<file path="src/rtl/dac_ddr_tx.sv">
// dac_ddr_tx: buffers A/B sample pairs in a small FIFO and feeds a pair of
// registered DAC words to an external DDR output stage (ODDR/OSERDES).
// Channel A drives the rising-edge phase and channel B the falling-edge phase.
// Streaming waits until the FIFO holds PRIME_LEVEL pairs, then pops one pair
// per clock. Running dry is an underflow: midscale is output and the block
// re-primes.
//
// Optional build macro DAC_DDR_TX_PATTERN_EN adds the test-pattern modes
// selected by cfg_mode (01 midscale, 10 ramp, 11 checkerboard). Without it
// cfg_mode is ignored and only normal streaming exists.
//
// Handshake: a pair is transferred on a clk250 edge exactly when s_valid and
// s_ready are both high. s_valid must not depend on s_ready. s_ready is the
// only output that is combinational from inputs (enable, cfg_mode, rst).
//
// dbg_state exposes the FSM: 0 IDLE, 1 PRIME, 2 RUN.
module dac_ddr_tx #(
    parameter int DATA_WIDTH  = 12,
    parameter int FIFO_DEPTH  = 4,
    parameter int PRIME_LEVEL = 2,
    parameter int TWOS_COMP   = 1
) (
    input  logic                  clk250,
    input  logic                  rst,
    input  logic                  enable,
    input  logic [1:0]            cfg_mode,
    input  logic                  s_valid,
    output logic                  s_ready,
    input  logic [DATA_WIDTH-1:0] s_data_a,
    input  logic [DATA_WIDTH-1:0] s_data_b,
    output logic [DATA_WIDTH-1:0] dac_d_rise,
    output logic [DATA_WIDTH-1:0] dac_d_fall,
    output logic                  dac_valid,
    output logic                  underflow,
    output logic [15:0]           underflow_cnt,
    output logic [1:0]            dbg_state
);

    localparam int AW = $clog2(FIFO_DEPTH);
    localparam int CW = AW + 1;
    localparam logic [CW-1:0] DEPTH_C = CW'(FIFO_DEPTH);
    localparam logic [CW-1:0] PRIME_C = CW'(PRIME_LEVEL);
    localparam logic [CW-1:0] FILL_ONE = CW'(1);
    localparam logic [AW-1:0] PTR_ONE = AW'(1);
    localparam logic [DATA_WIDTH-1:0] MIDSCALE = {1'b1, {(DATA_WIDTH-1){1'b0}}};

    typedef enum logic [1:0] {
        ST_IDLE  = 2'd0,
        ST_PRIME = 2'd1,
        ST_RUN   = 2'd2
    } state_t;

    state_t                  state;
    logic [AW-1:0]           wr_ptr;
    logic [AW-1:0]           rd_ptr;
    logic [CW-1:0]           fill;
    logic [2*DATA_WIDTH-1:0] mem [FIFO_DEPTH];
    logic [2*DATA_WIDTH-1:0] rd_word;
    logic                    mode_normal;
    logic                    stream_on;
    logic                    push;
    logic                    pop;

    // Two's complement to offset binary is just an MSB flip, which is the
    // same bit as midscale.
    function automatic logic [DATA_WIDTH-1:0] to_dac(input logic [DATA_WIDTH-1:0] x);
        return (TWOS_COMP != 0) ? (x ^ MIDSCALE) : x;
    endfunction

`ifdef DAC_DDR_TX_PATTERN_EN
    // Alternating 1010... pattern with the MSB side starting at 1 for even widths.
    function automatic logic [DATA_WIDTH-1:0] alt_bits();
        logic [DATA_WIDTH-1:0] p;
        for (int i = 0; i < DATA_WIDTH; i++) begin
            p[i] = ((i % 2) == 1);
        end
        return p;
    endfunction

    localparam logic [DATA_WIDTH-1:0] PAT_A = alt_bits();
    localparam logic [DATA_WIDTH-1:0] PAT_B = ~PAT_A;

    logic [DATA_WIDTH-1:0] ramp;
    logic                  chk_phase;

    assign mode_normal = (cfg_mode == 2'b00);
`else
    logic unused_cfg_mode;

    assign unused_cfg_mode = ^cfg_mode;
    assign mode_normal     = 1'b1;
`endif

    assign stream_on = enable && mode_normal;
    assign s_ready   = (fill < DEPTH_C) && stream_on && !rst;
    assign push      = s_valid && s_ready;
    assign pop       = (state == ST_RUN) && (fill != '0) && stream_on;
    assign rd_word   = mem[rd_ptr];
    assign dbg_state = state;

    // Sample storage; push is already gated by reset and full through s_ready.
    always_ff @(posedge clk250) begin
        if (push) begin
            mem[wr_ptr] <= {s_data_a, s_data_b};
        end
    end

    // FIFO pointers and fill count; disabling or leaving normal mode flushes.
    always_ff @(posedge clk250) begin
        if (rst || !stream_on) begin
            wr_ptr <= '0;
            rd_ptr <= '0;
            fill   <= '0;
        end else begin
            if (push) begin
                wr_ptr <= wr_ptr + PTR_ONE;
            end
            if (pop) begin
                rd_ptr <= rd_ptr + PTR_ONE;
            end
            case ({push, pop})
                2'b10:   fill <= fill + FILL_ONE;
                2'b01:   fill <= fill - FILL_ONE;
                default: fill <= fill;
            endcase
        end
    end

`ifdef DAC_DDR_TX_PATTERN_EN
    // Pattern generators: ramp advances only while it is being shown, and the
    // checkerboard always restarts on the A=1010... phase.
    always_ff @(posedge clk250) begin
        if (rst) begin
            ramp      <= '0;
            chk_phase <= 1'b0;
        end else begin
            if (enable && cfg_mode == 2'b10) begin
                ramp <= ramp + {{(DATA_WIDTH-1){1'b0}}, 1'b1};
            end
            chk_phase <= (enable && cfg_mode == 2'b11) ? ~chk_phase : 1'b0;
        end
    end
`endif

    // Control FSM with registered DAC words, valid and underflow bookkeeping.
    always_ff @(posedge clk250) begin
        if (rst) begin
            state         <= ST_IDLE;
            dac_d_rise    <= MIDSCALE;
            dac_d_fall    <= MIDSCALE;
            dac_valid     <= 1'b0;
            underflow     <= 1'b0;
            underflow_cnt <= 16'd0;
        end else if (!enable) begin
            state      <= ST_IDLE;
            dac_d_rise <= MIDSCALE;
            dac_d_fall <= MIDSCALE;
            dac_valid  <= 1'b0;
        end
`ifdef DAC_DDR_TX_PATTERN_EN
        else if (!mode_normal) begin
            state     <= ST_IDLE;
            dac_valid <= 1'b1;
            case (cfg_mode)
                2'b10: begin
                    dac_d_rise <= ramp;
                    dac_d_fall <= ~ramp;
                end
                2'b11: begin
                    dac_d_rise <= chk_phase ? PAT_B : PAT_A;
                    dac_d_fall <= chk_phase ? PAT_A : PAT_B;
                end
                default: begin
                    dac_d_rise <= MIDSCALE;
                    dac_d_fall <= MIDSCALE;
                end
            endcase
        end
`endif
        else begin
            case (state)
                ST_IDLE: begin
                    state      <= ST_PRIME;
                    dac_d_rise <= MIDSCALE;
                    dac_d_fall <= MIDSCALE;
                    dac_valid  <= 1'b0;
                end
                ST_PRIME: begin
                    if (fill >= PRIME_C) begin
                        state <= ST_RUN;
                    end
                    dac_d_rise <= MIDSCALE;
                    dac_d_fall <= MIDSCALE;
                    dac_valid  <= 1'b0;
                end
                ST_RUN: begin
                    if (fill != '0) begin
                        dac_d_rise <= to_dac(rd_word[2*DATA_WIDTH-1:DATA_WIDTH]);
                        dac_d_fall <= to_dac(rd_word[DATA_WIDTH-1:0]);
                        dac_valid  <= 1'b1;
                    end else begin
                        state      <= ST_PRIME;
                        dac_d_rise <= MIDSCALE;
                        dac_d_fall <= MIDSCALE;
                        dac_valid  <= 1'b0;
                        underflow  <= 1'b1;
                        if (underflow_cnt != 16'hFFFF) begin
                            underflow_cnt <= underflow_cnt + 16'd1;
                        end
                    end
                end
                default: begin
                    state <= ST_IDLE;
                end
            endcase
        end
    end

endmodule

</file>
<file path="config.mk">
export PLATFORM = sky130hd
export DESIGN_NAME = dac_ddr_tx
export DESIGN_NICKNAME = d
export VERILOG_FILES = /design/src/rtl/dac_ddr_tx.sv
export SDC_FILE = /design/constraint.sdc
export NUM_CORES = 1
export LEC_CHECK = 0
export BUFFER_PORTS_ARGS = -buffer_cell sky130_fd_sc_hd__buf_2
export CAP_MARGIN = 30
export CORE_MARGIN = 2
export CORE_UTILIZATION = 40
export CTS_BUF_LIST = sky130_fd_sc_hd__clkbuf_16
export DETAILED_ROUTE_END_ITERATION = 12
export PLACE_DENSITY = 0.57
export SLEW_MARGIN = 10
export SYNTH_ARGS = -nofsm -noshare
export SYNTH_HDL_FRONTEND = slang
export SYNTH_SLANG_ARGS = --single-unit
</file>
<file path="constraint.sdc">
create_clock -name clk250 -period 2.16 [get_ports clk250]
set_clock_uncertainty 0.1 [all_clocks]
set_input_delay 0.216 -clock clk250 [delete_from_list [all_inputs] [get_ports clk250]]
set_output_delay 0.216 -clock clk250 [all_outputs]
set_load 0.02 [all_outputs]
</file>
==> results of run 1 <==
-- cells by family after synthesis --
family,Yosys count,share of synthesized area
AOI/OAI and AO/OA,63,0.07335
DFF,149,0.6881
adders and majority gates,7,0.01659
and+or+nand+nor,102,0.09758
xor gates and xnor gates,5,0.007642
muxes,25,0.09627
buffers and inverters,30,0.02052
-- layout by cell type, fill, tap and decap left out, types with 2 or more instances in the layout --
cell and count:
clkbuf_16 17, ha_1 5, bufinv_16 2, dlygate4sd3_1 24, nand2_1 8, nand2b_1 2, inv_6 3, clkinv_4 3
xnor2_1 2, buf_12 2, nor3_1 3, inv_1 10, or4_1 7, a22oi_1 22, and4_1 2, dfxtp_2 3
and2_1 5, o2bb2ai_1 2, o31ai_1 10, dfxtp_1 49, nor2_1 39, or3_1 7, o21ai_0 7, clkinv_2 3
xor2_1 3, edfxtp_1 96, nand3_1 5, nand4_1 6, mux4_2 24, buf_2 72, buf_4 27, a21oi_1 17
nor2b_1 3
-- final cells by class --
| cell class | count | area [um2] | share of cell area |
|---|---|---|---|
| clock buffer | 17 | 425.4 | 0.05794 |
| clock inverter | 15 | 153.9 | 0.02096 |
| sequential | 149 | 3951 | 0.5382 |
| multi-input combinational | 202 | 1709 | 0.2328 |
| tap | 180 | 225.2 | 0.03067 |
| timing repair buffer | 125 | 843.3 | 0.1149 |
| inverter | 9 | 33.78 | 0.004601 |
-- final timing paths --
check | startpoint | end | slack, ns | depth (start not counted)
setup / recovery | fill[1]$_SDFFE_PP0P_ | fill[2]$_SDFFE_PP0P_ | 0.07 | 8
hold / removal | enable | dac_d_fall[11]$_SDFFE_PP1P_ | 0.1 | 3
hold reg to reg | dac_d_rise[11]$_SDFFE_PP1P_ | dac_d_rise[11]$_SDFFE_PP1P_ | 0.37 | 2
setup reg to reg | fill[1]$_SDFFE_PP0P_ | fill[2]$_SDFFE_PP0P_ | 0.07 | 8
-- per-stage QoR --
step,power (mW),hold WS (ns),TNS (ns),util,cells
5_1_grt,6.302,0.09337,-0.0001377,0.5269,697
6_report,6.097,0.09648,0,0.5269,697
4_1_cts,6.167,0.07242,0,0.5262,697
3_5_place_dp,3.232,0.3341,0,0.4674,641
3_3_place_gp,3.226,0.3270,0,0.4674,641
2_1_floorplan,3.163,0.2149,0,-,381
-- worst register-to-register path, cell delays in order, from the launching register on --
cell and delay (ns):
dfxtp_2 0.32, or3_4 0.38, and3_4 0.19, ha_4 0.16
inv_1 0.06, fa_2 0.19, xor2_1 0.08, or3_2 0.42
a21oi_2 0.12
-- per-layer routing --
layer,track usage,share of wire
met1,0.2025,0.44
met4,0.05966,0.011
met5,0,0
met3,0.05357,0.055
met2,0.2737,0.50
-- power by group --
part / leakage [nW] / internal [mW] / switching, mW / total [mW]
Clock: 0.289 / 1.71 / 1.19 / 2.89
Sequential: 1.30 / 3.05 / 0.00596 / 3.05
Combinational: 0.980 / 0.0754 / 0.0767 / 0.152
Total: 2.56 / 4.83 / 1.27 / 6.10
-- flip-flops by register name, summed over array words and instances, names as in the netlist, named ones only --
name and cells:
dac_d_fall 12, dac_d_rise 12, dac_valid 1, dbg_state 2, fill 3, mem 96, rd_ptr 2, underflow 1
underflow_cnt 16, wr_ptr 2
-- timing repair --
| action | 4_1_cts | 5_1_grt |
|---|---|---|
| endpoints found under the setup margin | 0 | 2 |
| endpoints found under the hold margin | 96 | 0 |
| resized for setup | 0 | 4 |
| hold buffers | 24 | 0 |
==> impl_metrics.toml, run 1 <==
[worst_setup_path]
path_cells = "or3_4, and3_4, ha_4, inv_1, fa_2, xor2_1, or3_2, a21oi_2"
critical-path-slowest-cell = "or3_2"
crit_path_start_kind = "flip-flop"
critPathRequiredTime_ns = 2.41
worst-path-max-fanout = 2
path_buf_inv = 1
worst_path_largest_cell_delay_ns = 0.42
crit_type = "reg2reg"
critPathTopFamily = "simple AND/OR/NAND/NOR gates"
cp.arrival_ns = 2.34
end_kind = "flip-flop"

[layout]
antenna_cells = 0
final_area_mm2 = 0.007342
drive_gt1_frac = 0.3346
area_growth_pct = 28.09
nNetsFinal = 541
nFillCells = 1155

[synthesis]
netlist_area_mm2 = 0.005732
netlist.area_leader.share = 0.5029
synth_cells = 381
yosysUniqueCellTypes = 44
avgSynthCellArea_um2 = 15.04
synth_top_cells_by_area = "edfxtp_1, dfxtp_1, mux4_2"
async_flop_share = 0
synth_edf_count = 96
synth-main-ff-cell = "edfxtp_1"
synth_commonest_cells = "edfxtp_1, dfxtp_1, nor2_1"
synth-seq-cells = 149
yosys.area.top_type = "edfxtp_1"
ys_warn_count = 0
synth_seq_area_share = 0.6881
yosysMostFrequentCell = "edfxtp_1"
synth_fp_nets = 418

[global_routing]
grt_pass1_vias = 3542
antenna_found_initial = 0
grt.overflow.total = 0
grt_pass1_wl_mm = 18.40
grt_max_degree = 34
track_usage = 0.1650

[detailed_routing]
dr.pass1.iters = 4
detail_route.vias_per_cell = 5.151
drc = 0
wl_per_cell_um = 16.99
wirelength_mm = 11.84
drtIter0Drc = 259
vias = 3590
ant_nets = 0

[sta]
fin_ws_ns = 0.07083
min_period_ns = 2.089
drv_slew = 0
max_clock_freq_mhz = 478.7
finalCritPeriodShare = 0.9672
slew-limit-headroom = 0.6801
setup_viol = 0
finalHoldViolCount = 0
worstMarginPinSlew_ns = 0.4799

[floorplanning]
die_w_um = 123.7
dieArea_mm2 = 0.01530
die_y_um = 123.7
row_count = 43
start_util = 0.4113
ios = 75
core-area_mm2 = 0.01393

[cts]
tritoncts = "yes"
root_buffer = "clkbuf_16"
path_clk_slew_ns = 0.06
numCtsBuffers = 17
postCtsSetupBuffers = 0
cts_num_sinks = 149
clk_latency_ns = 0.42
cts.htree.levels = 4
clockBufferDepth = 2

[placement]
pre_cts_ws_ns = 0.08849
placed_cell_area_mm2 = 0.006513
port_buffers = 72
routabilityCongestion = 0.7495
place_hpwl_mm = 7.438

[worst_hold_path]
hp-class = "in2reg"

[pwr]
powerDensity_mw_per_mm2 = 830.4
leakage_nw = 2.565
ir_drop_uv = 686.4

[status]
outcome = "finished clean"

[flow_run]
drv_cap = 0
No activity file was read; power rests on OpenSTA's default activity.
==> run 2: changes to the inputs <==
- CTS_BUF_LIST: sky130_fd_sc_hd__clkbuf_16 -> sky130_fd_sc_hd__clkbuf_2 sky130_fd_sc_hd__clkbuf_4 sky130_fd_sc_hd__clkbuf_8
- SETUP_SLACK_MARGIN: unset -> 0.5
==> run 2 against run 1 <==
Total power fell by 15%. Largest cell class unchanged. First-iteration DRC count shrank 42%. Via count increased by 4.9%. Critical endpoint unchanged. Highest routed layer unchanged. Final cell count is 3.9% higher. Critical path depth unchanged. Global-route usage up 0.92 points.
==> impl_metrics.toml, run 2 (same netlist as run 1, synthesis figures left out) <==
[status]
outcome = "finished clean"

[worst_setup_path]
r2r-end = "fill[2]$_SDFFE_PP0P_"
rrSetupSlack_ns = 0.19
crit_type = "reg2reg"
path_cells = "or3_4, and3_4, ha_4, inv_2, fa_2, xor2_1, or3_4, a21oi_2"
critPathRequiredTime_ns = 2.43
cp_common_cell = "or3_4"
critical-path-slowest-cell = "or3_4"
cp.arrival_ns = 2.24
crit_path_start_kind = "flip-flop"
rr_worst_depth = 8
worst-path-max-fanout = 2
end_kind = "flip-flop"
path_buf_inv = 1
critPathTopFamily = "simple AND/OR/NAND/NOR gates"
worst_path_largest_cell_delay_ns = 0.39
cp_num_cells = 8
rr_startpoint = "fill[0]$_SDFFE_PP0P_"

[pwr]
powerDensity_mw_per_mm2 = 677.1
p_sw_mw = 1.152
p_sw_frac = 0.2214
p_total_mw = 5.205
leakage_nw = 2.686
clkPwrFrac = 0.383
internal-power_mw = 4.053
ir_drop_uv = 596.9
p_comb_frac = 0.032
p_seq_frac = 0.585

[floorplanning]
die_y_um = 123.7
ios = 75
dieArea_mm2 = 0.01530
core-area_mm2 = 0.01393
row_count = 43
start_util = 0.4113
die_w_um = 123.7

[layout]
multi_input_area_mm2 = 0.002011
drive_gt1_frac = 0.4559
nNetsFinal = 568
mostFrequentLayoutCells = "edfxtp_1, buf_2, nor2_1, dfxtp_1, buf_4"
antenna_cells = 0
layout_commonest_cell = "edfxtp_1"
top_regs = "mem: 96 flops, underflow_cnt: 16 flops"
seq_area_mm2 = 0.003970
largest_reg_flops = 96
nFillCells = 1137
area_growth_pct = 34.12
largest-register = "mem"

[global_routing]
track_usage = 0.1742
grt_pass1_wl_mm = 19.30
grt_pass1_vias = 3626
grt.overflow.total = 0
grt_max_degree = 34
antenna_found_initial = 0

[sta]
setup_viol = 0
max_clock_freq_mhz = 507.5
min_period_ns = 1.971
finalCritPeriodShare = 0.9123
setup-tns-final_ns = 0
finalHoldViolCount = 0
drv_slew = 0
slew-limit-headroom = 0.7345
worstMarginPinSlew_ns = 0.3982
rsz0062_at_grt = "true"

[worst_hold_path]
min-delay-start = "enable"
hold_end = "dac_d_rise[11]$_SDFFE_PP1P_"
min_path_cells = 3
hp-class = "in2reg"

[cts]
cts_num_sinks = 149
clockBufferDepth = 2
tritoncts = "yes"
clk_latency_ns = 0.45
cts.htree.levels = 4
root_buffer = "clkbuf_8"
numCtsBuffers = 17
path_clk_slew_ns = 0.08

[detailed_routing]
wl_per_cell_um = 17.80
drtIter0Drc = 150
detail_route.vias_per_cell = 5.202
drc = 0
vias = 3766
dr.pass1.iters = 4
ant_nets = 0
wirelength_mm = 12.89

[placement]
port_buffers = 72
place_hpwl_mm = 7.258
routabilityCongestion = 0.7298

[flow_run]
drv_cap = 0
## run 2: cell types whose count changed in the layout (fill, tap and decap cells not counted), sizes merged, moves of 2 or more
cell / before / now
and2: 6 / 12
buf: 101 / 119
clkinvlp: 1 / 3
inv: 14 / 12
## run 2: how the worst max path moves through the flow
stage | slack [ns] | endpoint | from
after floorplan | 0.05 | fill[2]$_SDFFE_PP0P_ | dbg_state[1]$_SDFFE_PP0P_
after global placement | 0.13 | fill[2]$_SDFFE_PP0P_ | fill[0]$_SDFFE_PP0P_
after detailed placement | 0.08 | fill[2]$_SDFFE_PP0P_ | fill[0]$_SDFFE_PP0P_
after CTS | 0.21 | fill[2]$_SDFFE_PP0P_ | fill[0]$_SDFFE_PP0P_
after global routing | 0.13 | fill[2]$_SDFFE_PP0P_ | fill[0]$_SDFFE_PP0P_
final | 0.19 | fill[2]$_SDFFE_PP0P_ | fill[0]$_SDFFE_PP0P_
## run 2: layout make-up
type                       count  area share
multi-input combinational    210      0.2616
tap                          180     0.02930
inverter                       9    0.004395
clock inverter                14     0.01660
timing repair buffer         144      0.1403
clock buffer                  18     0.03141
sequential                   149      0.5164
## run 2: what timing repair did
item | in CTS | in global routing
resized for setup | 20 | 40
buffers inserted | 20 | 4
hold endpoints to repair | 96 | 0
hold buffers | 24 | 0
pin swaps | 16 | 14
endpoints found under the setup margin | 85 | 136
gates cloned | 4 | 6
## run 2: layer usage
layer	vias to the layer above	GRT usage	part of all wire
met4	0	0.05540	0.0085
met5	-	0	0
li1	1793	-	-
met3	13	0.05907	0.050
met1	1880	0.2178	0.44
met2	80	0.2861	0.50
## run 2: per-stage QoR
stage	std cells	utilization	hold WS [ns]	area, um2	setup WS [ns]
finish	724	0.5517	0.07953	7687	0.1895
global route	724	0.5517	0.04238	7687	0.1303
CTS	714	0.5324	0.02314	7418	0.2061
detailed placement	634	0.4692	0.3320	6539	0.08067
global placement	634	0.4692	0.3263	6539	0.1262
floorplan	381	-	0.2149	5879	0.05169
## run 2: tightest hold or removal path, cell delays in order
cell and delay, ns:
buf_2 0.15, nor2b_1 0.17, nand2_1 0.06
## run 2: power by group through the flow
stage | combinational (mW) | sequential [mW] | clock, mW
after global placement | 0.112 | 3.11 | 0
after detailed placement | 0.116 | 3.11 | 0
final | 0.167 | 3.04 | 1.99
after floorplan | 0.0489 | 3.11 | 0
after global routing | 0.183 | 3.05 | 2.18
after CTS | 0.160 | 3.04 | 2.06
==> run 3: changes to the inputs <==
- PLACE_DENSITY: 0.57 -> 0.55
- REMOVE_ABC_BUFFERS: unset -> 1
- clock period: 2.16 -> 2.5 ns (I/O delays scaled with it)
==> run 3 against run 2 <==
Worst hold slack gained 0.0071 ns. Final area shrank 6.4%. Sequential share of layout area grew 3.4 points. Global-route usage shrank 0.48 points. Count of clock-buffer cells in the layout is the same. Fmax shrank 1.7%. Setup slack gained 0.31 ns. Sequential power shrank 13%.
==> impl_metrics.toml, run 3 (same netlist as run 1, synthesis figures left out) <==
[sta]
finalHoldViolCount = 0
rsz0062_at_grt = "true"
max_clock_freq_mhz = 499.0
drv_slew = 0
setup_viol = 0
hold_ws_ns = 0.08664
setup-tns-final_ns = 0
worstMarginPinSlew_ns = 0.4216
min_period_ns = 2.004
slew-limit-headroom = 0.7190
finalCritPeriodShare = 0.8015

[layout]
top_regs = "mem: 96 flops, underflow_cnt: 16 flops"
largest-register = "mem"
layout_commonest_cell = "edfxtp_1"
final_area_mm2 = 0.007194
area_growth_pct = 25.52
antenna_cells = 0
drive_gt1_frac = 0.3680
nFillCells = 1199
largest_reg_flops = 96
nNetsFinal = 543
seq_area_mm2 = 0.003959
multi_input_area_mm2 = 0.001783
mostFrequentLayoutCells = "edfxtp_1, buf_2, dfxtp_1"

[placement]
routabilityCongestion = 0.7478
placed_cell_area_mm2 = 0.006392
place_hpwl_mm = 7.213
port_buffers = 72

[floorplanning]
die_w_um = 123.7
row_count = 43
dieArea_mm2 = 0.01530
core-area_mm2 = 0.01393
ios = 75
start_util = 0.4113
die_y_um = 123.7

[cts]
root_buffer = "clkbuf_8"
path_clk_slew_ns = 0.09
cts.htree.levels = 4
tritoncts = "yes"
numCtsBuffers = 17
cts_num_sinks = 149
clockBufferDepth = 2
clk_latency_ns = 0.44

[flow_run]
drv_cap = 0

[global_routing]
antenna_found_initial = 0
grt_max_degree = 34
grt_pass1_vias = 3546
grt_pass1_wl_mm = 18.91
track_usage = 0.1694
grt.overflow.total = 0

[detailed_routing]
wl_per_cell_um = 17.13
dr.pass1.iters = 4
vias = 3661
detail_route.vias_per_cell = 5.237
drc = 0
ant_nets = 0
wirelength_mm = 11.97
drtIter0Drc = 180

[pwr]
powerDensity_mw_per_mm2 = 613.6
ir_drop_uv = 409.6
leakage_nw = 2.465

[worst_setup_path]
worst-path-max-fanout = 2
crit_path_start_kind = "flip-flop"
cp.arrival_ns = 2.26
rr_worst_depth = 8
startpoint = "fill[0]$_SDFFE_PP0P_"
rr_startpoint = "fill[0]$_SDFFE_PP0P_"
critPathRequiredTime_ns = 2.76
end_kind = "flip-flop"
crit_type = "reg2reg"

[worst_hold_path]
hp-class = "in2reg"
min_path_cells = 3
min-delay-start = "enable"

[status]
outcome = "finished clean"
[run 3: worst paths after layout]
path / endpoint / slack [ns]
setup / recovery: fill[2]$_SDFFE_PP0P_ / 0.50
setup reg to reg: fill[2]$_SDFFE_PP0P_ / 0.50
hold reg to reg: dac_d_rise[11]$_SDFFE_PP1P_ / 0.39
hold / removal: dac_d_fall[11]$_SDFFE_PP1P_ / 0.09
[run 3: cell type report]
cell class,instances,share of cell area
Tap cell,180,0.03130
Multi-Input combinational cell,202,0.2478
Inverter,9,0.004696
Sequential cell,149,0.5503
Timing Repair Buffer,127,0.1169
Clock inverter,14,0.01461
Clock buffer,18,0.03443
[run 3: timing repair]
action | in CTS | in global routing
endpoints found under the setup margin | 8 | 8
gates resized for setup | 20 | 15
hold buffers | 24 | 0
hold endpoints to repair | 96 | 0
pin swaps | 3 | 8
buffers inserted | 6 | 4
[run 3: power breakdown]
part | total (mW) | internal (mW) | leakage (nW) | switching [mW]
clock network | 1.65 | 0.716 | 0.171 | 0.932
registers | 2.63 | 2.63 | 1.30 | 0.00425
logic | 0.135 | 0.0665 | 0.996 | 0.0683
[run 3: metrics by stage]
| stage | utilization | cells | total power, mW | setup WS, ns |
|---|---|---|---|---|
| 2_1_floorplan | - | 360 | 2.726 | -0.1411 |
| 3_3_place_gp | 0.4587 | 633 | 2.785 | 0.1843 |
| 3_5_place_dp | 0.4587 | 633 | 2.790 | 0.1222 |
| 4_1_cts | 0.5092 | 695 | 4.466 | 0.5005 |
| 5_1_grt | 0.5163 | 699 | 4.591 | 0.4265 |
| 6_report | 0.5163 | 699 | 4.414 | 0.4962 |
[run 3: critical path, cell delays in order (launching register included)]
cell and delay [ns]:
dfxtp_2 0.33, or3_4 0.37, and3_4 0.20, ha_4 0.16, inv_2 0.05, fa_2 0.19, xor2_1 0.07, or3_4 0.33
a21oi_2 0.12
[run 3: per-layer routing]
metal | share of wire | vias to the layer above | wire [um] | GRT usage
met5 | 0 | - | 0 | 0
met2 | 0.48 | 90 | 5753 | 0.2610
met4 | 0.012 | 0 | 149 | 0.06179
li1 | - | 1728 | - | -
met3 | 0.050 | 12 | 597 | 0.04670
met1 | 0.46 | 1831 | 5471 | 0.2307
